**config.mk**
```make
export PLATFORM = sky130hd
export DESIGN_NAME = dmem_reg_path
export DESIGN_NICKNAME = d
export VERILOG_FILES = /design/src/rtl/dmem_reg_pkg.sv /design/src/rtl/reg_file_2r1w.sv /design/src/rtl/dmem_reg_path.sv
export SDC_FILE = /design/constraint.sdc
export NUM_CORES = 2
export LEC_CHECK = 0
export CAP_MARGIN = 40
export CORE_ASPECT_RATIO = 0.9
export CORE_MARGIN = 3
export CORE_UTILIZATION = 30
export CTS_BUF_LIST = sky130_fd_sc_hd__clkbuf_16
export CTS_CLUSTER_SIZE = 30
export DETAILED_ROUTE_END_ITERATION = 12
export SLEW_MARGIN = 20
export SYNTH_ARGS = -nofsm -noshare
export SYNTH_HDL_FRONTEND = slang
export SYNTH_HIERARCHICAL = 1
export SYNTH_SLANG_ARGS = --single-unit
```
**constraint.sdc**
```tcl
create_clock -name clk -period 20.4 [get_ports clk]
set_input_delay 4.08 -clock clk [delete_from_list [all_inputs] [get_ports clk]]
set_output_delay 4.08 -clock clk [all_outputs]
set_load 0.01 [all_outputs]
```
**src/rtl/dmem_reg_pkg.sv**
```systemverilog
// Shared types and default sizes for the data-memory / register-file datapath.
package dmem_reg_pkg;
    localparam int DATA_W_DEF     = 16;
    localparam int DMEM_DEPTH_DEF = 256;
    localparam int REG_COUNT_DEF  = 32;
    localparam int DADDR_W_DEF    = 8;

    typedef enum logic [1:0] {
        NOP   = 2'd0,
        LOAD  = 2'd1,
        STORE = 2'd2,
        MOVE  = 2'd3
    } op_e;

    typedef enum logic {
        IDLE    = 1'b0,
        LOAD_WB = 1'b1
    } state_e;
endpackage

```
**src/rtl/reg_file_2r1w.sv**
```systemverilog
// Register file: async-reset array, one write port, two bypassed read ports
// and one raw internal read tap used as the command source operand.
module reg_file_2r1w #(
    parameter int DATA_W    = 16,
    parameter int REG_COUNT = 32,
    parameter int RADDR_W   = $clog2(REG_COUNT)
) (
    input  logic               clk,
    input  logic               reset,
    input  logic               we,
    input  logic [RADDR_W-1:0] waddr,
    input  logic [DATA_W-1:0]  wdata,
    input  logic [RADDR_W-1:0] raddr_a,
    input  logic [RADDR_W-1:0] raddr_b,
    input  logic [RADDR_W-1:0] raddr_c,
    output logic [DATA_W-1:0]  rdata_a,
    output logic [DATA_W-1:0]  rdata_b,
    output logic [DATA_W-1:0]  rdata_c
);
    logic [DATA_W-1:0] regs [REG_COUNT];

    always_ff @(posedge clk or posedge reset) begin
        if (reset) begin
            for (int i = 0; i < REG_COUNT; i++) begin
                regs[i] <= '0;
            end
        end else if (we) begin
            regs[waddr] <= wdata;
        end
    end

    // ALU ports see the value being written this cycle rather than the stale entry.
    assign rdata_a = (we && waddr == raddr_a) ? wdata : regs[raddr_a];
    assign rdata_b = (we && waddr == raddr_b) ? wdata : regs[raddr_b];
    assign rdata_c = regs[raddr_c];
endmodule

```
**src/rtl/dmem_reg_path.sv**
```systemverilog
// Command-driven datapath moving words between a synchronous-read data memory
// and the register file; LOAD takes one extra write-back cycle.
module dmem_reg_path
    import dmem_reg_pkg::*;
#(
    parameter int DATA_W     = DATA_W_DEF,
    parameter int DMEM_DEPTH = DMEM_DEPTH_DEF,
    parameter int REG_COUNT  = REG_COUNT_DEF,
    parameter int DADDR_W    = DADDR_W_DEF,
    parameter int RADDR_W    = $clog2(REG_COUNT)
) (
    input  logic               clk,
    input  logic               reset,
    input  logic               cmd_valid,
    output logic               cmd_ready,
    input  logic [1:0]         cmd_op,
    input  logic [DADDR_W-1:0] cmd_addr,
    input  logic [RADDR_W-1:0] cmd_wreg,
    input  logic [RADDR_W-1:0] cmd_sreg,
    input  logic [RADDR_W-1:0] rd_addr_a,
    input  logic [RADDR_W-1:0] rd_addr_b,
    output logic [DATA_W-1:0]  rd_data_a,
    output logic [DATA_W-1:0]  rd_data_b,
    output logic               done,
    output logic               err
);
    localparam int MEM_AW = (DMEM_DEPTH > 1) ? $clog2(DMEM_DEPTH) : 1;
    localparam logic [DADDR_W:0] DEPTH_LIM = (DADDR_W + 1)'(DMEM_DEPTH);

    state_e             state_reg, state_next;
    op_e                op;
    logic               accept, addr_ok;
    logic [MEM_AW-1:0]  mem_idx, mem_raddr_reg;
    logic [DATA_W-1:0]  mem [DMEM_DEPTH];
    logic [DATA_W-1:0]  mem_q, src_data, rf_wdata;
    logic [RADDR_W-1:0] wreg_reg, rf_waddr;
    logic               load_oor_reg, rf_we;
    logic               done_reg, done_next, err_reg, err_next;

    assign op        = op_e'(cmd_op);
    assign cmd_ready = (state_reg == IDLE);
    assign accept    = cmd_valid && cmd_ready;
    assign addr_ok   = {1'b0, cmd_addr} < DEPTH_LIM;
    assign mem_idx   = cmd_addr[MEM_AW-1:0];

    // No reset on the array: contents persist across reset.
    always_ff @(posedge clk) begin
        if (accept && op == STORE && addr_ok) begin
            mem[mem_idx] <= src_data;
        end
        if (accept && op == LOAD) begin
            mem_raddr_reg <= mem_idx;
        end
    end
    assign mem_q = mem[mem_raddr_reg];

    always_ff @(posedge clk or posedge reset) begin
        if (reset) begin
            state_reg    <= IDLE;
            done_reg     <= 1'b0;
            err_reg      <= 1'b0;
            wreg_reg     <= '0;
            load_oor_reg <= 1'b0;
        end else begin
            state_reg <= state_next;
            done_reg  <= done_next;
            err_reg   <= err_next;
            if (accept && op == LOAD) begin
                wreg_reg     <= cmd_wreg;
                load_oor_reg <= !addr_ok;
            end
        end
    end

    always_comb begin
        state_next = state_reg;
        done_next  = 1'b0;
        err_next   = 1'b0;
        rf_we      = 1'b0;
        rf_waddr   = cmd_wreg;
        rf_wdata   = src_data;
        case (state_reg)
            IDLE: begin
                if (cmd_valid) begin
                    case (op)
                        NOP:   done_next = 1'b1;
                        STORE: begin
                            done_next = 1'b1;
                            err_next  = !addr_ok;
                        end
                        MOVE:  begin
                            done_next = 1'b1;
                            rf_we     = 1'b1;
                        end
                        LOAD:  state_next = LOAD_WB;
                        default: ;
                    endcase
                end
            end
            LOAD_WB: begin
                // An out-of-range load still completes, writing zero.
                state_next = IDLE;
                done_next  = 1'b1;
                err_next   = load_oor_reg;
                rf_we      = 1'b1;
                rf_waddr   = wreg_reg;
                rf_wdata   = load_oor_reg ? '0 : mem_q;
            end
            default: state_next = IDLE;
        endcase
    end

    reg_file_2r1w #(
        .DATA_W   (DATA_W),
        .REG_COUNT(REG_COUNT),
        .RADDR_W  (RADDR_W)
    ) u_rf (
        .clk    (clk),
        .reset  (reset),
        .we     (rf_we),
        .waddr  (rf_waddr),
        .wdata  (rf_wdata),
        .raddr_a(rd_addr_a),
        .raddr_b(rd_addr_b),
        .raddr_c(cmd_sreg),
        .rdata_a(rd_data_a),
        .rdata_b(rd_data_b),
        .rdata_c(src_data)
    );

    assign done = done_reg;
    assign err  = err_reg;
endmodule

```
Word-level counts from Yosys, hierarchy flattened. Memory sizes are Yosys's and may differ from the RTL's. A register that Yosys moved wholly into a read port is not among the register bits. Cells that the tools add are included.

Memory bits (writable): 4096. Output and inout port bits: 35. Register bits: 527. Input bits: 33. Logic and storage cells: 88. Memories kept: 1.

Magnitude comparators: 5. Reduce and logical (&&, ||, !) cells: 8. Bitwise operators: 5. Muxes and demuxes: 28. Equality and inequality tests: 5.

Memory list: mem (depth 256, bits a word 16, rd ports 1, clocked after Yosys merged registers in 1, wr ports 1, RTL line dmem_reg_path.sv:34) `logic [DATA_W-1:0] mem [DMEM_DEPTH];`.

Operators with widths (count): bitwise mux 512 bit (1); binary-select mux 16 bit (select 5 bit) (3); 2-to-1 mux 16 bit (10); demux 16 bit (select 5 bit) (1); >= comparator 6 bit (second input constant) (4); NOT 5 -> 6 bit (4); == test 5 bit (2); 2-to-1 mux 1 bit (8); 2-to-1 mux 8 bit (1); logical AND 1 bit (6); less-than comparator 6 x 1 -> 1 bit (second input constant) (1); one-hot mux 1 bit (2 select lines) (3); 2-to-1 mux 5 bit (1); == test 2 bit (second input constant) (2); OR reduction 3 bit (1); == test 2 x 1 -> 1 bit (second input constant) (1); zero test 2 bit (1); NOT 1 bit (1).

Longest topological paths before layout.
Depth in word-level cells: 7. Gate-level depth with buffers: 17. Mapped depth without buffers: 9.

Modules after synthesis. The synthesis kept the hierarchy.

Modules (own cells, without submodules): dmem_reg_path (cells an instance 7477, area an instance 159549.3 um2, times used 1); reg_file_2r1w (cells an instance 2070, area an instance 31482.7 um2, times used 1).

Worst setup path after synthesis. Ideal clock, no wire load.

Path kind: input-to-output. Start: in cmd_sreg[1]. End: out rd_data_a[4]. Required time: 16.320 ns. Setup slack: 8.146 ns. Arrival time: 8.174 ns. Stages: 10. Path through: clkbuf_1 > clkbuf_1 > mux4_2 > mux4_2 > mux2_2 > inv_1 > o221ai_1 > inv_1 > clkbuf_1 > a21oi_1.

Longest elaborated chain between the ends: 6.

Ends and longest elaborated chain: from (decl) (RTL line dmem_reg_path.sv:19) `input logic [RADDR_W-1:0] cmd_sreg,`; NOT 5 -> 6 bit (implied by the code) (RTL line reg_file_2r1w.sv:35) `assign rdata_c = regs[raddr_c];`; binary-select mux 16 bit (select 5 bit) (RTL line reg_file_2r1w.sv:35); 2-to-1 mux 16 bit (implied by the code) (2 in series) (RTL line reg_file_2r1w.sv:35); net src_data[4] (RTL line dmem_reg_path.sv:35) `logic [DATA_W-1:0] mem_q, src_data, rf_wdata;`; 2-to-1 mux 16 bit (RTL line dmem_reg_path.sv:82) `case (state_reg)`; net rf_wdata[4] (RTL line dmem_reg_path.sv:35); 2-to-1 mux 16 bit (RTL line reg_file_2r1w.sv:33) `assign rdata_a = (we && waddr == raddr_a) ? wdata : regs[raddr_a];`; to (decl) (RTL line dmem_reg_path.sv:22) `output logic [DATA_W-1:0] rd_data_a,`.

The timed path passes the listed nets, and every way through them passes these cells. The select of a mux whose other input is x is not followed.

Worst setup path in the final report.
Start: in cmd_sreg[0]. End: out rd_data_a[11].

The elaborated chain is that of the path after synthesis.

==> out/results.txt <==
Status -> finished clean
Final worst path period need -> 13410 ps
Maximum vdd ir drop -> 0.0757 mV
WP data required -> 16320 ps
Synth Area in Adders -> 0%
Worst R2R Setup Slack -> 13710 ps
IO Pins -> 68
Clk sinks -> 4631
Final ANT Viol Nets -> 0
Mapped Area -> 191000 sq um
Drt first pass iters -> 6
Slew Limit Headroom -> 32.7%
Crit Path Max Fanout -> 92
Worst skew pair latency -> 1040 ps
Core ar. -> 634000 sq um
Die footprint -> 646000 sq um
Chip width -> 847 microns
CTS Hold Bufs -> 0
Main flop type after synthesis -> edfxtp_1
FF-to-FF path depth -> 12
Worst Skew -> 107 ps
XOR/XNOR Fraction of Synth Area -> 0.0458%
Vias in the first global route -> 99800
Yosys reg bits -> 4631
Multiplexer area fraction after synthesis -> 20.7%
Final nets -> 10100
GR peak layer -> met2
GP Congestion -> 0.826
Routed WL -> 583000 microns
Initial antenna violation count -> 34
Leak -> 75.1 nW
Setup Crit Path Kind -> input port to primary output
Final Cycle Share -> 65.7%
Area Growth Syn to Fin -> 15.4%
Post-Synth Simple-Gate Area -> 2.26%
Max frequency -> 0.0746 GHz
Fin. Hold Viols -> 0
Startpoint class of the critical path -> input port
Post-CTS Setup Inserts -> 0
Unrepaired setup endpoints after global routing -> no
Total of max-cap violations -> 0
Post-synth EDFFs -> 4104
Total CTS buffers -> 465
Cts repair resizes -> 0
Clk root buf -> clkbuf_16
Avg Vias per Cell -> 5.51
Gr usage total -> 17.5%
DRC Markers -> 0
Largest family of logic cells by synthesized area -> multiplexers
Syn Inst Count -> 9547
Hold path startpoint -> mem_raddr_reg[6]
Synth Net Count -> 9580
Setup crit end kind -> primary output
Clock buffer depth -> 4
Hold WS -> 467 ps
Slew of the pin with the lowest slew margin -> 1000 ps
Die H -> 763 microns
Max stage delay on crit path -> 650 ps
Yosys warns -> 6
WP data arrival -> 9330 ps
CTS clk-pin slew, worst paths -> 60 ps
Post-Syn Area per Cell -> 20.0 sq um
Fillers -> 58700
Final Max Tran Viols -> 0
Sequential fraction of the synthesis area -> 71.4%
Cell variety after synth -> 82
CTS tree -> done
Worst R2R End -> u_rf/regs[363]
Fraction of registers with async set/reset -> 11.2%
Critical path's slowest cell -> a211o_1
Via count -> 104000
Share of cells above drive strength 1 -> 31.7%
Worst Hold Class -> flop to flop
Global-route wire length before repair -> 816000 microns
Number of DRC markers in iteration 0 -> 15500
Max FFs per register -> 4096
Met1 Track Usage GR -> 25.7%
M3 GR Usage -> 3.68%
Setup TNS -> 0 ps
Dpl hpwl -> 359000 microns
Complex-gate fraction of the synthesized area -> 3.37%
Initial Utilization -> 30.2%
CP cell instances -> buf_8, buf_4, buf_4, mux4_2, mux4_2, mux2_8, a211o_1, inv_1, a21oi_1, clkdlybuf4s50_1
Htree depth -> 5
Total grt overflow -> 0
Port bufs -> 66
Pwr dens -> 92.5 nW/um^2
Largest net degree at the start of global routing -> 148
Met2 usage -> 26.7%
Hold Crit Depth -> 1
# rows -> 277
# setup viols final -> 0
Routed len/inst -> 30.9 microns
[per-stage QoR]
| step | cells | setup slack (ps) | total power [mW] | util (%) | instance area, sq um |
|---|---|---|---|---|---|
| 6_report | 18900 | 6990 | 20.4 | 34.8 | 220000 |
| 5_1_grt | 18800 | 6610 | 21.0 | 34.8 | 220000 |
| 4_1_cts | 18800 | 6310 | 20.5 | 34.7 | 220000 |
| 3_5_place_dp | 18000 | 6310 | 12.2 | 32.4 | 205000 |
| 3_3_place_gp | 17800 | 6420 | 12.2 | 32.1 | 203000 |
| 2_1_floorplan | 9547 | 2020 | 11.7 | - | 191000 |
[critical path, delay by kind of cell]
family / cells / cell delay (ps)
buffers and inverters: 5 / 2510
muxes: 3 / 1590
AOI/OAI and AO/OA: 2 / 1010
[cell families after synthesis]
group	count (synthesis)
simple gates	966
xor+xnor	10
compound gates	935
flops	4631
mux	2327
other cells	1
buf+inv	677
[cell usage in the layout, fill, tap and decap left out, types with 106 or more instances in the layout]
master / n
a21oi_1: 106
inv_1: 108
mux2_2: 545
clkinv_1: 107
nor2_1: 267
nand2_1: 262
buf_4: 522
nor2_2: 107
edfxtp_1: 4104
clkbuf_16: 478
o22ai_1: 217
dfrtp_1: 519
mux2i_1: 529
o21ai_0: 131
mux4_2: 1211
[cell usage after synthesis (85+ instances only)]
library cell     n  area [sq um]
edfxtp_1      4104        123000
mux4_2        1211         27300
mux2_2         561          6320
mux2i_1        529          5300
dfrtp_1        519         13000
nor2_1         393          1480
nand2_1        281          1050
clkbuf_1       278          1040
o22ai_1        217          1360
buf_2          151           756
o21ai_0        135           676
a21oi_1        108           541
o221ai_1        94           823
buf_4           85           638
[area by class of cell]
class | instances | area, sq um | area share [%]
flip-flops and latches | 4631 | 136000 | 61.9
multi-input cells | 4239 | 51500 | 23.4
clock buffers | 478 | 12000 | 5.43
well taps | 8370 | 10500 | 4.75
repair buffers | 742 | 7280 | 3.30
clock inverters | 371 | 2730 | 1.24
inverters | 11 | 61.3 | 0.0278
diodes | 18 | 45.0 | 0.0204
[per-layer routing]
layer	vias up	wire, microns
met1	56200	241000
li1	40900	-
met3	808	63000
met4	6	15700
met2	5980	264000
met5	-	30
[how the worst max path moves through the flow]
stage / startpoint / to / slack (ps)
after floorplan: reset / u_rf/regs[0] / 2020
after global placement: cmd_sreg[0] / rd_data_a[11] / 6420
after detailed placement: cmd_sreg[0] / rd_data_a[11] / 6310
after CTS: cmd_sreg[0] / rd_data_a[11] / 6310
after global routing: cmd_sreg[0] / rd_data_a[11] / 6610
final: cmd_sreg[0] / rd_data_a[11] / 6990
[power by group]
| part | switching, mW | internal [mW] | total, mW |
|---|---|---|---|
| combinational | 0.927 | 0.517 | 1.44 |
| sequential | 0.0900 | 10.5 | 10.6 |
| clock | 3.65 | 4.67 | 8.33 |
(Power assumes the default switching activity.)
